`config.mk`:
```
export PLATFORM = sky130hd
export DESIGN_NAME = mem_arbiter
export DESIGN_NICKNAME = d
export VERILOG_FILES = /design/src/rtl/mem_arbiter.sv
export SDC_FILE = /design/constraint.sdc
export NUM_CORES = 1
export LEC_CHECK = 0
export BUFFER_PORTS_ARGS = -buffer_cell sky130_fd_sc_hd__buf_2
export CORE_AREA = 2 2 108 110
export CTS_CLUSTER_SIZE = 14
export DETAILED_ROUTE_END_ITERATION = 7
export DIE_AREA = 0 0 110 112
export PLACE_DENSITY = 0.67
export SYNTH_ARGS = -nofsm -noshare
export SYNTH_HDL_FRONTEND = slang
export SYNTH_SLANG_ARGS = --single-unit
```
`constraint.sdc`:
```
create_clock -name clk -period 1.9 [get_ports clk]
set_clock_uncertainty 0.05 [all_clocks]
set_input_delay 0.38 -clock clk [delete_from_list [all_inputs] [get_ports clk]]
set_output_delay 0.38 -clock clk [all_outputs]
set_load 0.1 [all_outputs]
```
`src/rtl/mem_arbiter.sv`:
```
// Two-to-one arbiter merging the CPU instruction and data ports onto one
// registered memory port; responses are routed back combinationally.
module mem_arbiter #(
  parameter bit RR_ENABLE = 1'b1
) (
  input  logic        clk,
  input  logic        rst,
  input  logic        imem_read,
  input  logic [31:0] imem_address,
  output logic        imem_resp,
  output logic [31:0] imem_rdata,
  input  logic        dmem_read,
  input  logic        dmem_write,
  input  logic [3:0]  dmem_wmask,
  input  logic [31:0] dmem_address,
  input  logic [31:0] dmem_wdata,
  output logic        dmem_resp,
  output logic [31:0] dmem_rdata,
  output logic        mem_read,
  output logic        mem_write,
  output logic [3:0]  mem_wmask,
  output logic [31:0] mem_address,
  output logic [31:0] mem_wdata,
  input  logic        mem_resp,
  input  logic [31:0] mem_rdata
);

  localparam logic [1:0] S_IDLE   = 2'd0;
  localparam logic [1:0] S_I_BUSY = 2'd1;
  localparam logic [1:0] S_D_BUSY = 2'd2;

  logic [1:0]  r_state;
  logic        r_last_d;
  logic        r_mem_read;
  logic        r_mem_write;
  logic [3:0]  r_mem_wmask;
  logic [31:0] r_mem_address;
  logic [31:0] r_mem_wdata;

  logic w_d_pend;
  logic w_i_pend;
  logic w_grant_d;
  logic w_grant_i;

  // I only beats a pending D on a tie when round-robin says D went last.
  always_comb begin
    w_d_pend  = dmem_read | dmem_write;
    w_i_pend  = imem_read;
    w_grant_d = w_d_pend & ~(w_i_pend & RR_ENABLE & r_last_d);
    w_grant_i = w_i_pend & ~w_grant_d;
  end

  always_ff @(posedge clk or negedge rst) begin
    if (!rst) begin
      r_state       <= S_IDLE;
      r_last_d      <= 1'b0;
      r_mem_read    <= 1'b0;
      r_mem_write   <= 1'b0;
      r_mem_wmask   <= '0;
      r_mem_address <= '0;
      r_mem_wdata   <= '0;
    end else begin
      case (r_state)
        S_IDLE: begin
          if (w_grant_d) begin
            r_state       <= S_D_BUSY;
            r_last_d      <= 1'b1;
            r_mem_read    <= ~dmem_write;
            r_mem_write   <= dmem_write;
            r_mem_wmask   <= dmem_write ? dmem_wmask : '0;
            r_mem_wdata   <= dmem_write ? dmem_wdata : '0;
            r_mem_address <= dmem_address;
          end else if (w_grant_i) begin
            r_state       <= S_I_BUSY;
            r_last_d      <= 1'b0;
            r_mem_read    <= 1'b1;
            r_mem_write   <= 1'b0;
            r_mem_wmask   <= '0;
            r_mem_wdata   <= '0;
            r_mem_address <= imem_address;
          end
        end
        S_I_BUSY, S_D_BUSY: begin
          if (mem_resp) begin
            r_state     <= S_IDLE;
            r_mem_read  <= 1'b0;
            r_mem_write <= 1'b0;
          end
        end
        default: r_state <= S_IDLE;
      endcase
    end
  end

  assign mem_read    = r_mem_read;
  assign mem_write   = r_mem_write;
  assign mem_wmask   = r_mem_wmask;
  assign mem_address = r_mem_address;
  assign mem_wdata   = r_mem_wdata;

  assign imem_resp  = (r_state == S_I_BUSY) & mem_resp;
  assign dmem_resp  = (r_state == S_D_BUSY) & mem_resp;
  assign imem_rdata = mem_rdata;
  assign dmem_rdata = mem_rdata;

endmodule
```
# After elaboration in Yosys (flattened, before gate mapping)
# Index checks and enable logic that the tools add are counted.
dict set report totals {
  ff_bits 73
  elab_cells 47
}
dict set report op_classes {
  n_eq_ne 4
  muxes 20
  n_bitwise 9
  reduce_logical 7
}
# op count
set ops {}
lappend ops {{$mux W32} 5}
lappend ops {{$mux W4} 3}
lappend ops {{$mux W1} 6}
lappend ops {{$mux W2} 3}
lappend ops {{$and A1 B1 Y1} 5}
lappend ops {{$pmux W1 S2} 2}
lappend ops {{$pmux W2 S2} 1}
lappend ops {{$reduce_and A2 Y1} 2}
lappend ops {{$reduce_bool A2 Y1} 2}
lappend ops {{$ne A3 B3 Y1 const B} 1}
lappend ops {{$not A1 Y1} 3}
lappend ops {{$reduce_and A3 Y1} 1}
lappend ops {{$eq A2 B1 Y1 const B} 1}
lappend ops {{$eq A2 B2 Y1 const B} 1}
lappend ops {{$logic_not A2 Y1} 1}
lappend ops {{$ne A2 B2 Y1 const B} 1}
lappend ops {{$reduce_or A2 Y1} 1}
lappend ops {{$or A1 B1 Y1} 1}

# Longest topological paths before layout
# Gate-level depths: netlist of run 1.
dict set report depth {
  word_depth 8
  ltp_mapped 8
  depth_no_buf 5
}

# Least setup slack after synthesis of run 1
# OpenSTA, ideal clock, no wires.
dict set report synth_path {
  path_kind {register to output}
  from {reg r_state[0]}
  to {out dmem_resp}
  t_arrival_ns 1.312
  path_slack_ns 0.158
  path_stages_with_launch 4
  n_path_buf 0
  path_cell_list {dfrtp_1 > inv_1 > ha_1 > and2_1}
}
dict set report synth_via {
  elab_chain_cells 2
}
# element line
set synth_lines {}
lappend synth_lines {{from (decl)} 32} ;# logic [1:0] r_state;
lappend synth_lines {{from (signal assigned)} 55} ;# r_state <= S_IDLE;
lappend synth_lines {{from (signal assigned)} 66} ;# r_state <= S_D_BUSY;
lappend synth_lines {{from (signal assigned)} 74} ;# r_state <= S_I_BUSY;
lappend synth_lines {{$eq A2 B2 Y1} 102} ;# assign dmem_resp = (r_state == S_D_BUSY) & mem_resp;
lappend synth_lines {{$and A1 B1 Y1} 102}
lappend synth_lines {{to (decl)} 17} ;# output logic dmem_resp,
# No other way between the ends.

# Worst setup path after layout of run 1
# Ends and elaborated chain as after synthesis.

==> results of run 1 <==
-- logic make-up (layout without fill, tap and decap cells) --
family / Yosys count / count (layout) / synth area share
AOI/OAI and AO/OA: 78 / 78 / 0.122
and+or+nand+nor: 112 / 112 / 0.117
adders and majority gates: 3 / 3 / 0.0101
muxes: 33 / 33 / 0.0887
buffers and inverters: 88 / 203 / 0.173
DFF: 73 / 73 / 0.490
-- Yosys cell counts, drive strengths merged, types with 3 or more instances --
master	n
nand2	104
buf	80
dfrtp	73
o21ai	68
mux2i	33
clkbuf	6
a22o	3
ha	3
-- layout make-up --
| class | count | area [sq um] | area share |
|---|---|---|---|
| Sequential cell | 73 | 1830 | 0.399 |
| Multi-Input combinational cell | 226 | 1260 | 0.275 |
| Timing Repair Buffer | 185 | 1020 | 0.222 |
| Clock buffer | 11 | 233 | 0.0508 |
| Tap cell | 143 | 179 | 0.0391 |
| Clock inverter | 5 | 56.3 | 0.0123 |
| Inverter | 2 | 7.51 | 0.00164 |
-- worst reg2reg max path: cells and delay by family (launching register included) --
family	cells	cell delay, ns
buf+inv	2	0.31
compound gates	2	0.27
simple gates	1	0.12
fa+ha+maj	1	0.32
flops	1	0.40
-- cell usage in the layout (no fill, tap or decap) --
| master | n |
|---|---|
| buf_2 | 174 |
| dlygate4sd3_1 | 1 |
| a21o_1 | 1 |
| a22o_1 | 3 |
| clkbuf_16 | 9 |
| nor3_1 | 2 |
| nor2_1 | 2 |
| o21ai_0 | 59 |
| o2bb2ai_4 | 1 |
| inv_1 | 2 |
| a211o_1 | 1 |
| dfrtp_1 | 73 |
| nor2b_1 | 1 |
| o2bb2ai_1 | 1 |
| buf_4 | 5 |
| a21boi_2 | 1 |
| o31ai_4 | 1 |
| bufinv_16 | 1 |
| o21ai_1 | 9 |
| ha_1 | 3 |
| clkbuf_1 | 2 |
| nor3b_1 | 1 |
| buf_12 | 5 |
| and2_1 | 2 |
| a21oi_1 | 1 |
| nand2_1 | 104 |
| clkinv_2 | 2 |
| clkinv_4 | 1 |
| clkinvlp_4 | 1 |
| mux2i_1 | 33 |
-- timing repair --
action / 4_1_cts / 5_1_grt
hold endpoints to repair: 37 / 0
endpoints found under the setup margin: 2 / 0
gates resized for setup: 2 / 0
hold buffers: 1 / 0
-- sequential cells by signal, summed over array words and instances (netlist names) --
name         flops
mem_address     32
mem_wdata       32
mem_wmask        4
r_state          2
mem_read         1
mem_write        1
r_last_d         1
-- path summary, 6_finish.rpt --
check	start	end	slack [ns]	depth (start not counted)
max in group asynchronous	rst	mem_wdata[7]	0.72	3
worst max-delay path	r_state[0]	dmem_resp	0.1	4
worst max register to register	r_state[0]	mem_wdata[8]	0.29	6
min in group asynchronous	rst	mem_wdata[21]	0.51	2
worst min register to register	mem_wdata[6]	mem_wdata[6]	0.43	2
worst min-delay path	dmem_wdata[18]	mem_wdata[18]	0.24	3
-- per-layer routing --
| layer | routed length (um) | GRT usage | up-vias |
|---|---|---|---|
| li1 | - | - | 1430 |
| met1 | 3380 | 0.154 | 1293 |
| met2 | 3980 | 0.238 | 137 |
| met3 | 778 | 0.0451 | 28 |
| met4 | 174 | 0.0557 | 0 |
| met5 | 0 | 0 | - |
-- per-stage QoR --
step	util	instance area (sq um)	hold slack, ns
global placement	0.383	4280	0.327
floorplan	-	3720	0.0344
finish	0.410	4580	0.245
detailed placement	0.383	4280	0.335
CTS	0.410	4580	0.231
global route	0.410	4580	0.248
==> results.yml, run 1 <==
run_status:
  outcome: "complete, no violations"
routing:
  drc: 0
  num_vias: 2888
  antenna_left: 0
  wl_mm: 8.31
  viasPerCell: 4.48
  routedWlPerCell_um: 12.9
  drt_first_pass_iters: 4
  drtIter0Drc: 156
layout:
  final_cells: 645
  fin_nets: 638
  drive_gt1_frac: 0.400
  syn_to_final_growth_pct: 22.9
  nFillCells: 1126
  antennaDiodeCount: 0
logic_synthesis:
  netlist_area_sq_um: 3720
  synth_edf_count: 0
  syn_area_per_cell_sq_um: 9.62
  synth_cell_types: 25
  synth_area_leaders: "dfrtp_1 (49%), buf_4 (13%), nand2_1 (10%)"
  ys.flop_type: "dfrtp_1"
  synth_top_area_share: 0.490
  seq_area_frac_synth: 0.490
  yosysWarnings: 0
  syn_nets: 528
  syn_inst: 387
  synthArstFlopShare: 1.00
  ys_seq_elements: 73
  yosys.area.top_type: "dfrtp_1"
floorplanning:
  initial_core_util: 0.333
  ioPinCount: 274
  coreArea_sq_um: 11200
  die_width_um: 110
  num_rows: 39
  fp.dieH_um: 112
  dieArea_sq_um: 12300
timing:
  max-slew-margin-rel: 0.664
  fin_ws_ns: 0.0997
  tns_ns: 0
  final_max_slew_viol_count: 0
  hold_viol: 0
  rsz0062_at_grt: "no"
  worst_pin_slew_ns: 0.508
  setup_viol: 0
  fmax_mhz: 555
  min_period_ns: 1.80
  period_share: 0.948
clock_network:
  clock_sinks: 73
  cts_buffers: 9
  insertion_delay_ns: 0.33
  cts_tree: "done"
  ctsLongestPathBuffers: 2
  htreeDepth: 3
  cts_setup_buffers: 0
  root_buffer: "clkbuf_16"
  path_clk_slew_ns: 0.06
worst_setup_path:
  crit_fanout: 3
  worst_ep_arrival_time_ns: 1.37
  required_ns: 1.47
  cp-end-kind: "output port"
  path_class: "reg2out"
  critPathTopFamily: "flip-flops"
  startpoint_type: "flip-flop"
  slowest_stage: "dfrtp_1"
  critical_path.cell_chain: "inv_1 -> ha_1 -> and2_1 -> buf_4"
  path_buf_inv: 2
  slowest_delay_ns: 0.40
run:
  cap_violations: 0
place:
  dp.cells: 628
  place.gp.congestion: 0.751
  io_buffers: 177
  hpwl_mm: 6.38
  place_worst_setup_slack_ns: 0.250
grt:
  grt_max_degree: 71
  grtUsageTotal: 0.138
  antenna_found_initial: 0
  overflow: 0
  grt_pass1_vias: 2909
  grt_pass1_wl_mm: 13.3
min_path:
  holdCritPathClass: "in2reg"
Power of run 1 is not shown: default switching activity piles up to over one toggle a cycle in this logic, so the estimate is an artifact.
==> run 2: changes to the inputs <==
==> config.mk (replaced) <==
export PLATFORM = sky130hd
export DESIGN_NAME = mem_arbiter
export DESIGN_NICKNAME = d
export VERILOG_FILES = /design/src/rtl/mem_arbiter.sv
export SDC_FILE = /design/constraint.sdc
export NUM_CORES = 1
export LEC_CHECK = 0
export ABC_AREA = 1
export BUFFER_PORTS_ARGS = -buffer_cell sky130_fd_sc_hd__buf_2
export CORE_AREA = 2 2 107 109
export CTS_BUF_LIST = sky130_fd_sc_hd__clkbuf_16
export CTS_CLUSTER_SIZE = 14
export DETAILED_ROUTE_END_ITERATION = 7
export DIE_AREA = 0 0 109 111
export PLACE_DENSITY = 0.71
export SYNTH_ARGS = -nofsm -noshare
export SYNTH_HDL_FRONTEND = slang
export SYNTH_SLANG_ARGS = --single-unit
==> run 2 against run 1 <==
Global-route usage grew 2.3 points. Via count grew 20%. Setup slack gained 0.019 ns. Area after synthesis grew 6.5%. Critical endpoint unchanged. Sequential cell count is the same. Synthesized cell count grew 39%. Critical path depth grew 1. Highest routed layer unchanged.
==> results.yml, run 2 <==
layout:
  final_common_cell: "nand2_1"
  syn_to_final_growth_pct: 23.4
  utilization: 0.442
  fin_nets: 789
  antennaDiodeCount: 0
  drive_gt1_frac: 0.314
  final_cell_mix: "nand2_1 (218), buf_2 (174), inv_1 (75)"
clock_network:
  cts_tree: "done"
  insertion_delay_ns: 0.32
  clock_sinks: 73
  htreeDepth: 3
  path_clk_slew_ns: 0.06
  ctsLongestPathBuffers: 2
  root_buffer: "clkbuf_16"
  cts_buffers: 9
min_path:
  hold_depth: 3
  holdCritPathClass: "in2reg"
  min_to: "mem_wdata[4]"
  worstHoldStart: "dmem_wdata[4]"
logic_synthesis:
  seq_area_frac_synth: 0.460
  synthArstFlopShare: 1.00
  syn_inst: 537
  netlist_area_sq_um: 3970
  synth_area_leaders: "dfrtp_1 (46%), nand2_1 (21%), buf_4 (12%)"
  synthTopCellsByCount: "nand2_1 (218), inv_1 (74), dfrtp_1 (73)"
  syn_area_per_cell_sq_um: 7.39
  ys_seq_elements: 73
  ys.flop_type: "dfrtp_1"
  yosysWarnings: 0
  synth_edf_count: 0
  yosys.area.top_type: "dfrtp_1"
  synth_most_common_cell: "nand2_1"
  syn_nets: 678
  synth_top_area_share: 0.460
  synth_cell_types: 17
timing:
  hold_viol: 0
  period_share: 0.938
  setup_viol: 0
  tns_ns: 0
  min_period_ns: 1.78
  rsz0062_at_grt: "no"
  worst_pin_slew_ns: 0.504
  max-slew-margin-rel: 0.667
  final_max_slew_viol_count: 0
  fmax_mhz: 561
worst_setup_path:
  slowest_delay_ns: 0.39
  ff2ff_setup_slack_ns: 0.25
  slowest_stage: "dfrtp_1"
  required_ns: 1.47
  path_class: "reg2out"
  path_buf_inv: 3
  worst_path_most_repeated_cell: "inv_1"
  worst_ep_arrival_time_ns: 1.35
  critPathTopFamily: "buffers and inverters"
  critical_path.cell_chain: "inv_1 -> ha_1 -> nand2_1 -> inv_1 -> clkbuf_4"
  reg2reg_to: "mem_wdata[23]"
  ff2ff_path_depth: 7
  startpoint_type: "flip-flop"
  crit_fanout: 3
  cp-end-kind: "output port"
  r2r-start: "r_state[1]"
grt:
  overflow: 0
  grt_pass1_wl_mm: 15.6
  grt_pass1_vias: 3393
  grt_max_degree: 39
  grtUsageTotal: 0.161
  antenna_found_initial: 0
routing:
  routedWlPerCell_um: 11.9
  drt_first_pass_iters: 4
  viasPerCell: 4.37
  antenna_left: 0
  wl_mm: 9.47
  num_vias: 3473
  drc: 0
  drtIter0Drc: 201
floorplanning:
  fp.dieH_um: 111
  num_rows: 39
  die_width_um: 109
  dieArea_sq_um: 12100
  ioPinCount: 274
  coreArea_sq_um: 11100
  initial_core_util: 0.358
place:
  place.gp.congestion: 0.749
  io_buffers: 177
  hpwl_mm: 6.82
run_status:
  outcome: "complete, no violations"
run:
  cap_violations: 0
==> run 2: cell families (layout without fill, tap and decap cells) <==
group	count (synthesis)	count (layout)	share of synthesized area
simple gates	295	295	0.304
buf+inv	163	278	0.219
flops	73	73	0.460
fa+ha+maj	3	3	0.00946
compound gates	3	3	0.00662
==> run 2: worst min-delay path, delay by kind of cell <==
kind                   cells  cell delay [ns]
AND/OR/NAND/NOR            2             0.11
buffers and inverters      1             0.07
==> run 2: layout make-up <==
type,instances,area [sq um]
sequential,73,1830
tap,143,179
clock buffer,9,225
multi-input combinational,301,1270
timing repair buffer,187,1020
clock inverter,6,85.1
fill,1155,6180
inverter,76,285
==> run 2: metrics by stage <==
stage          cells  setup WS [ns]  area (sq um)  hold slack (ns)
2_1_floorplan    537          0.266          3970           0.0344
3_3_place_gp     779          0.308          4570            0.248
3_5_place_dp     779          0.266          4570            0.249
4_1_cts          795        0.00495          4890            0.212
5_1_grt          795         0.0490          4890            0.223
6_report         795          0.118          4890            0.225
==> run 2: worst max path at each step <==
stage                from              end  slack [ns]  depth (start not counted)
2_1_floorplan  r_state[0]        dmem_resp        0.27                          4
3_3_place_gp    imem_read  mem_address[16]        0.31                          8
3_5_place_dp   r_state[1]    mem_wdata[23]        0.27                          7
4_1_cts        r_state[0]        dmem_resp       0.005                          5
5_1_grt        r_state[0]        dmem_resp        0.05                          5
6_report       r_state[0]        dmem_resp        0.12                          5
==> run 2: metal layers <==
layer / GRT usage / part of all wire / vias to the layer above
li1: - / - / 1760
met5: 0 / 0 / -
met4: 0.0786 / 0.026 / 0
met1: 0.188 / 0.43 / 1553
met2: 0.272 / 0.48 / 125
met3: 0.0394 / 0.068 / 35
==> run 2: repair_timing <==
item / in CTS / in global routing
buffers inserted: 0 / 0
hold buffers: 1 / 0
resized for setup: 1 / 1
endpoints found under the setup margin: 1 / 1
hold endpoints to repair: 21 / 0
Power of run 2 is left out for the same reason.
